--- src/rtl/rv32i_pkg.sv ---
// Shared types for the RV32I hazard/forwarding controller: FSM states,
// operand-forward selectors and the hard-wired zero register index.
package rv32i_pkg;

    typedef enum logic [1:0] {
        RUN    = 2'd0,
        LSTALL = 2'd1,
        FLUSH  = 2'd2,
        HALT   = 2'd3
    } hz_state_e;

    typedef enum logic [1:0] {
        FWD_RF  = 2'd0,
        FWD_EX  = 2'd1,
        FWD_MEM = 2'd2,
        FWD_WB  = 2'd3
    } fwd_sel_e;

    localparam int unsigned REG_X0 = 0;

endpackage

--- src/rtl/rv32i_fwd_mux.sv ---
// Operand source selection for one ID-stage register read: picks the
// youngest in-flight producer of rs and flags RAW / load-use matches.
module rv32i_fwd_mux
    import rv32i_pkg::*;
#(
    parameter int XLEN   = 32,
    parameter int RW     = 5,
    parameter int FWD_EN = 1
) (
    input  logic [RW-1:0]   rs,
    input  logic            use_i,
    input  logic            ex_valid,
    input  logic            ex_we,
    input  logic            ex_is_load,
    input  logic [RW-1:0]   ex_rd,
    input  logic [XLEN-1:0] ex_result,
    input  logic            mem_valid,
    input  logic            mem_we,
    input  logic [RW-1:0]   mem_rd,
    input  logic [XLEN-1:0] mem_result,
    input  logic            wb_valid,
    input  logic            wb_we,
    input  logic [RW-1:0]   wb_rd,
    input  logic [XLEN-1:0] wb_data,
    input  logic [XLEN-1:0] rf_op,
    output logic [XLEN-1:0] op_o,
    output logic            raw_o,
    output logic            load_hit_o
);

    logic     rs_nz_s;
    logic     ex_hit_s;
    logic     mem_hit_s;
    logic     wb_hit_s;
    fwd_sel_e sel_s;

    // Producer matching and priority select; x0 never matches anything.
    always_comb begin
        rs_nz_s    = (rs != RW'(REG_X0));
        ex_hit_s   = ex_valid & ex_we & (ex_rd == rs) & rs_nz_s;
        mem_hit_s  = mem_valid & mem_we & (mem_rd == rs) & rs_nz_s;
        wb_hit_s   = wb_valid & wb_we & (wb_rd == rs) & rs_nz_s;
        raw_o      = use_i & (ex_hit_s | mem_hit_s | wb_hit_s);
        load_hit_o = use_i & ex_hit_s & ex_is_load;

        // A load in EX has no data yet, so it falls through to older stages.
        if (FWD_EN == 0 || !rs_nz_s) begin
            sel_s = FWD_RF;
        end else if (ex_hit_s && !ex_is_load) begin
            sel_s = FWD_EX;
        end else if (mem_hit_s) begin
            sel_s = FWD_MEM;
        end else if (wb_hit_s) begin
            sel_s = FWD_WB;
        end else begin
            sel_s = FWD_RF;
        end
    end

    // Data mux driven by the chosen source.
    always_comb begin
        op_o = '0;
        case (sel_s)
            FWD_EX:  op_o = ex_result;
            FWD_MEM: op_o = mem_result;
            FWD_WB:  op_o = wb_data;
            FWD_RF: begin
                if (rs_nz_s) begin
                    op_o = rf_op;
                end else begin
                    op_o = '0;
                end
            end
            default: op_o = '0;
        endcase
    end

endmodule

--- src/rtl/rv32i_hazard_unit.sv ---
// Hazard, forwarding and redirect controller for the 5-stage RV32I pipeline:
// operand forwarding, load-use stalls, taken-branch flush and halt.
module rv32i_hazard_unit
    import rv32i_pkg::*;
#(
    parameter int XLEN        = 32,
    parameter int NREG        = 32,
    parameter int LOAD_LAT    = 1,
    parameter int FLUSH_DEPTH = 2,
    parameter int FWD_EN      = 1,
    localparam int RW         = $clog2(NREG)
) (
    input  logic            clk,
    input  logic            reset,
    input  logic [RW-1:0]   id_rs1,
    input  logic [RW-1:0]   id_rs2,
    input  logic            id_use1,
    input  logic            id_use2,
    input  logic            ex_valid,
    input  logic            ex_we,
    input  logic            ex_is_load,
    input  logic [RW-1:0]   ex_rd,
    input  logic [XLEN-1:0] ex_result,
    input  logic            mem_valid,
    input  logic            mem_we,
    input  logic [RW-1:0]   mem_rd,
    input  logic [XLEN-1:0] mem_result,
    input  logic            wb_valid,
    input  logic            wb_we,
    input  logic [RW-1:0]   wb_rd,
    input  logic [XLEN-1:0] wb_data,
    input  logic [XLEN-1:0] rf_op1,
    input  logic [XLEN-1:0] rf_op2,
    input  logic            branch_taken_i,
    input  logic [XLEN-1:0] branch_target_i,
    input  logic            halt_i,
    output logic [XLEN-1:0] op1_o,
    output logic [XLEN-1:0] op2_o,
    output logic            stall_o,
    output logic            bubble_o,
    output logic            flush_o,
    output logic            redirect_valid_o,
    output logic [XLEN-1:0] redirect_pc_o,
    output logic            halted_o,
    output logic [XLEN-1:0] stall_cnt_o,
    output logic [XLEN-1:0] flush_cnt_o
);

    localparam int LCW = $clog2(LOAD_LAT + 1);
    localparam int FCW = $clog2(FLUSH_DEPTH + 1);

    hz_state_e       state_q, state_d;
    logic [LCW-1:0]  lcnt_q, lcnt_d;
    logic [FCW-1:0]  fcnt_q, fcnt_d;
    logic            flush_q, flush_d;
    logic            halted_q, halted_d;
    logic            redirect_valid_q, redirect_valid_d;
    logic [XLEN-1:0] redirect_pc_q, redirect_pc_d;
    logic [XLEN-1:0] stall_cnt_q, stall_cnt_d;
    logic [XLEN-1:0] flush_cnt_q, flush_cnt_d;

    logic raw1_s, raw2_s, lhit1_s, lhit2_s;
    logic load_use_s, hazard_s, branch_s, stall_s;

    rv32i_fwd_mux #(.XLEN(XLEN), .RW(RW), .FWD_EN(FWD_EN)) u_fwd1 (
        .rs(id_rs1), .use_i(id_use1),
        .ex_valid(ex_valid), .ex_we(ex_we), .ex_is_load(ex_is_load),
        .ex_rd(ex_rd), .ex_result(ex_result),
        .mem_valid(mem_valid), .mem_we(mem_we), .mem_rd(mem_rd), .mem_result(mem_result),
        .wb_valid(wb_valid), .wb_we(wb_we), .wb_rd(wb_rd), .wb_data(wb_data),
        .rf_op(rf_op1), .op_o(op1_o), .raw_o(raw1_s), .load_hit_o(lhit1_s)
    );

    rv32i_fwd_mux #(.XLEN(XLEN), .RW(RW), .FWD_EN(FWD_EN)) u_fwd2 (
        .rs(id_rs2), .use_i(id_use2),
        .ex_valid(ex_valid), .ex_we(ex_we), .ex_is_load(ex_is_load),
        .ex_rd(ex_rd), .ex_result(ex_result),
        .mem_valid(mem_valid), .mem_we(mem_we), .mem_rd(mem_rd), .mem_result(mem_result),
        .wb_valid(wb_valid), .wb_we(wb_we), .wb_rd(wb_rd), .wb_data(wb_data),
        .rf_op(rf_op2), .op_o(op2_o), .raw_o(raw2_s), .load_hit_o(lhit2_s)
    );

    // Hazard detection and the same-cycle stall/bubble request.
    always_comb begin
        load_use_s = lhit1_s | lhit2_s;
        if (FWD_EN == 0) begin
            hazard_s = load_use_s | raw1_s | raw2_s;
        end else begin
            hazard_s = load_use_s;
        end
        // Halt outranks a branch; a taken branch kills any stall it coincides with.
        branch_s = branch_taken_i & ex_valid & ~halt_i &
                   ((state_q == RUN) | (state_q == LSTALL));
        stall_s = 1'b0;
        case (state_q)
            RUN:     stall_s = hazard_s & ~branch_s;
            LSTALL:  stall_s = ~branch_s;
            FLUSH:   stall_s = 1'b0;
            HALT:    stall_s = 1'b1;
            default: stall_s = 1'b0;
        endcase
        stall_o  = stall_s;
        bubble_o = stall_s;
    end

    // Next-state, redirect and counter computation.
    always_comb begin
        state_d          = state_q;
        lcnt_d           = lcnt_q;
        fcnt_d           = fcnt_q;
        redirect_valid_d = 1'b0;
        redirect_pc_d    = redirect_pc_q;
        if (halt_i) begin
            state_d = HALT;
        end else if (branch_s) begin
            state_d          = FLUSH;
            fcnt_d           = FCW'(FLUSH_DEPTH - 1);
            lcnt_d           = '0;
            redirect_valid_d = 1'b1;
            redirect_pc_d    = branch_target_i;
        end else begin
            case (state_q)
                RUN: begin
                    if (load_use_s && LOAD_LAT > 1) begin
                        state_d = LSTALL;
                        lcnt_d  = LCW'(LOAD_LAT - 1);
                    end else begin
                        state_d = RUN;
                    end
                end
                LSTALL: begin
                    if (lcnt_q == LCW'(1)) begin
                        state_d = RUN;
                        lcnt_d  = '0;
                    end else begin
                        lcnt_d = lcnt_q - LCW'(1);
                    end
                end
                FLUSH: begin
                    if (fcnt_q == '0) begin
                        state_d = RUN;
                    end else begin
                        fcnt_d = fcnt_q - FCW'(1);
                    end
                end
                HALT:    state_d = HALT;
                default: state_d = RUN;
            endcase
        end
        flush_d  = (state_d == FLUSH);
        halted_d = (state_d == HALT);

        if (stall_s && (stall_cnt_q != '1)) begin
            stall_cnt_d = stall_cnt_q + XLEN'(1);
        end else begin
            stall_cnt_d = stall_cnt_q;
        end
        if (redirect_valid_q && (flush_cnt_q != '1)) begin
            flush_cnt_d = flush_cnt_q + XLEN'(1);
        end else begin
            flush_cnt_d = flush_cnt_q;
        end
    end

    // State and output registers with synchronous reset.
    always_ff @(posedge clk) begin
        if (reset) begin
            state_q          <= RUN;
            lcnt_q           <= '0;
            fcnt_q           <= '0;
            flush_q          <= 1'b0;
            halted_q         <= 1'b0;
            redirect_valid_q <= 1'b0;
            redirect_pc_q    <= '0;
            stall_cnt_q      <= '0;
            flush_cnt_q      <= '0;
        end else begin
            state_q          <= state_d;
            lcnt_q           <= lcnt_d;
            fcnt_q           <= fcnt_d;
            flush_q          <= flush_d;
            halted_q         <= halted_d;
            redirect_valid_q <= redirect_valid_d;
            redirect_pc_q    <= redirect_pc_d;
            stall_cnt_q      <= stall_cnt_d;
            flush_cnt_q      <= flush_cnt_d;
        end
    end

    assign flush_o          = flush_q;
    assign halted_o         = halted_q;
    assign redirect_valid_o = redirect_valid_q;
    assign redirect_pc_o    = redirect_pc_q;
    assign stall_cnt_o      = stall_cnt_q;
    assign flush_cnt_o      = flush_cnt_q;

endmodule

--- config.mk ---
export PLATFORM = sky130hd
export DESIGN_NAME = rv32i_hazard_unit
export DESIGN_NICKNAME = d
export VERILOG_FILES = /design/src/rtl/rv32i_pkg.sv /design/src/rtl/rv32i_fwd_mux.sv /design/src/rtl/rv32i_hazard_unit.sv
export SDC_FILE = /design/constraint.sdc
export NUM_CORES = 1
export LEC_CHECK = 0
export CAP_MARGIN = 5
export CORE_AREA = 2 2 153 155
export DETAILED_ROUTE_END_ITERATION = 12
export DIE_AREA = 0 0 155 157
export PLACE_DENSITY = 0.7
export REMOVE_ABC_BUFFERS = 1
export SYNTH_ARGS = -nofsm -noshare
export SYNTH_HDL_FRONTEND = slang
export SYNTH_HIERARCHICAL = 1
export SYNTH_SLANG_ARGS = --single-unit
export TNS_END_PERCENT = 10
--- constraint.sdc ---
create_clock -name clk -period 2.54 [get_ports clk]
set_input_delay 0.254 -clock clk [delete_from_list [all_inputs] [get_ports clk]]
set_output_delay 0.254 -clock clk [all_outputs]
set_load 0.01 [all_outputs]
==> reports/results.tsv <==
stage	metric	value	unit
pwr	Total Power	4.27	mW
critical_path	Crit path required time	2.29	ns
timing	Max Fclk	388	MHz
timing	Final Hold Vio Count	0	
hold_path	worst min path class	in2reg	
routing	Antenna Violating Nets Remaining	0	
finish	synth-to-layout area growth	78.2	%
timing	PnR worst setup slack	-0.0366	ns
die	FP Rows	55	
cts	H-tree Lvls	3	
routing	vias	10000	
placed_design	gp weighted congestion	0.933	
global_routing	number of global-route vias before repair	9528	
cts	Skew-Pair Late Insertion Delay	0.35	ns
die	core area	22500	µm²
flow_run	max-cap viol count	0	
timing	hold_ws	0.429	ns
run_status	failing checks	setup timing	
cts	Clock Tree Buf Depth	2	
finish	layout cells sized above 1	23.4	%
routing	number of vias per cell	5.70	
run_status	outcome	finished with violations	
pwr	VDD IR max	0.000298	V
cts	clock transition at the registers of the reported paths	0.07	ns
synth	YS warnings	6	
pwr	LEAKAGE	5.59	nW
timing	Tcrit/Tclk final	101	%
finish	filler instances	1915	
global_routing	largest net degree at the start of global routing	67	
critical_path	element type at the critical path start	input port	
timing	Setup Viol. Count Final	13	
cts	TritonCTS Buffers	9	
synth	Synth Area per Inst	7.48	µm²
routing	Total Wirelength	36300	µm
placed_design	IO Port Bufs	394	
routing	WL per Instance	20.6	µm
pwr	Cell Pwr Density	312	nW/µm²
global_routing	GRT Total Usage	27.1	%
die	initial core utilization	34.2	%
global_routing	remaining global-route overflow	0	
global_routing	first-pass GRT wire length	52500	µm
routing	drt first pass iters	6	
timing	setup TNS	-0.198	ns
critical_path	WS Path Type	in2out	
synth	cell count after synthesis	1028	
critical_path	CP endpoint kind	output port	
synth	mapped cell area	7680	µm²
routing	DRT iter0 DRCs	769	
timing	slew at the pin closest to its max-slew limit	0.684	ns
die	Die H	157	µm
critical_path	critical path fanouts, max	5	
finish	Final nets	1704	
cts	CTS tree	done	
die	# IOs	395	
global_routing	antenna violations before repair	4	
timing	Rel. slew slack	54.4	%
cts	root buffer cell	clkbuf_16	
timing	RSZ-0062 raised after global routing	yes	
timing	Fin Clk Skew	0.0149	ns
timing	Slew Limit Fails	0	
die	die width	155	µm
cts	Sink Count	104	
cts	cts hold-fix bufs	0	
timing	minimum clock period after layout	2.58	ns
placed_design	post-DP HPWL	25500	µm
die	die area	24300	µm²
routing	DR DRC count	0	
critical_path	CP arrival	2.32	ns
==> state kept, by name, summed over array words and instances, names as in the netlist <==
signal	flops
state_q	2
halted_o	1
flush_o	1
flush_cnt_o	32
redirect_valid_o	1
fcnt_q	2
stall_cnt_o	32
redirect_pc_o	32
lcnt_q	1
==> per-stage QoR <==
| step | utilization, % | cells | setup WS, ns | instance area (µm²) |
|---|---|---|---|---|
| 2_1_floorplan | - | 947 | -0.637 | 7310 |
| 3_3_place_gp | 55.5 | 1723 | -0.845 | 12500 |
| 3_5_place_dp | 55.5 | 1723 | -0.836 | 12500 |
| 4_1_cts | 58.4 | 1753 | -0.0437 | 13100 |
| 5_1_grt | 60.8 | 1763 | -0.0571 | 13700 |
| 6_report | 60.8 | 1763 | -0.0366 | 13700 |
==> metal layers <==
metal,GRT usage [%],vias to the layer above,wire [µm]
met5,0,-,13
met4,8.82,2,1220
met3,7.21,105,3600
met2,45.8,515,17100
met1,33.6,4768,14300
li1,-,4656,-
==> cell usage in the layout, fill, tap and decap left out, types with 22 or more instances in the layout <==
| cell type | instances |
|---|---|
| and3_1 | 78 |
| mux2i_1 | 38 |
| inv_1 | 56 |
| xor2_1 | 28 |
| o2bb2ai_1 | 24 |
| clkdlybuf4s50_1 | 297 |
| dfxtp_1 | 104 |
| a211oi_2 | 22 |
| nor2_1 | 73 |
| nand2_1 | 135 |
| o221ai_2 | 29 |
| buf_4 | 91 |
| nor4_1 | 27 |
| nand3_1 | 39 |
| buf_2 | 61 |
| a21oi_1 | 61 |
==> critical path, cell delays in order <==
cell	delay, ns
clkdlybuf4s15_1	0.24
buf_6	0.18
xor2_4	0.17
nor4_4	0.08
and2_4	0.17
or4_4	0.64
clkbuf_16	0.22
o221ai_4	0.18
buf_2	0.16
==> cell type report <==
class | count | area [µm²] | share of cell area (%)
inverters | 57 | 216 | 1.58
repair buffers | 513 | 4920 | 35.9
clock buffers | 10 | 239 | 1.75
flip-flops and latches | 104 | 2080 | 15.2
multi-input cells | 786 | 5830 | 42.5
well taps | 285 | 357 | 2.60
clock inverters | 6 | 51.3 | 0.375
diodes | 2 | 5.00 | 0.0366
==> report_power, final <==
group,internal [mW],switching [mW],total [mW]
clock,0.707,0.647,1.35
combinational,0.678,0.564,1.24
sequential,1.65,0.0193,1.67
==> final timing paths <==
path	slack, ns	endpoint	start	cells past startpoint
setup / recovery	-0.04	op2_o[10]	id_rs2[4]	9
hold / removal	0.43	flush_cnt_o[0]	reset	2
setup reg to reg	0.22	flush_cnt_o[26]	flush_cnt_o[0]	6
hold reg to reg	0.46	redirect_pc_o[13]	redirect_pc_o[13]	2
==> what timing repair did <==
item | in CTS | in global routing
hold endpoints to repair | 0 | 0
setup buffers | 6 | 2
pin swaps | 32 | 16
gates cloned | 8 | 6
endpoints found under the setup margin | 96 | 86
resized for setup | 396 | 97
(Power assumes the default switching activity.)
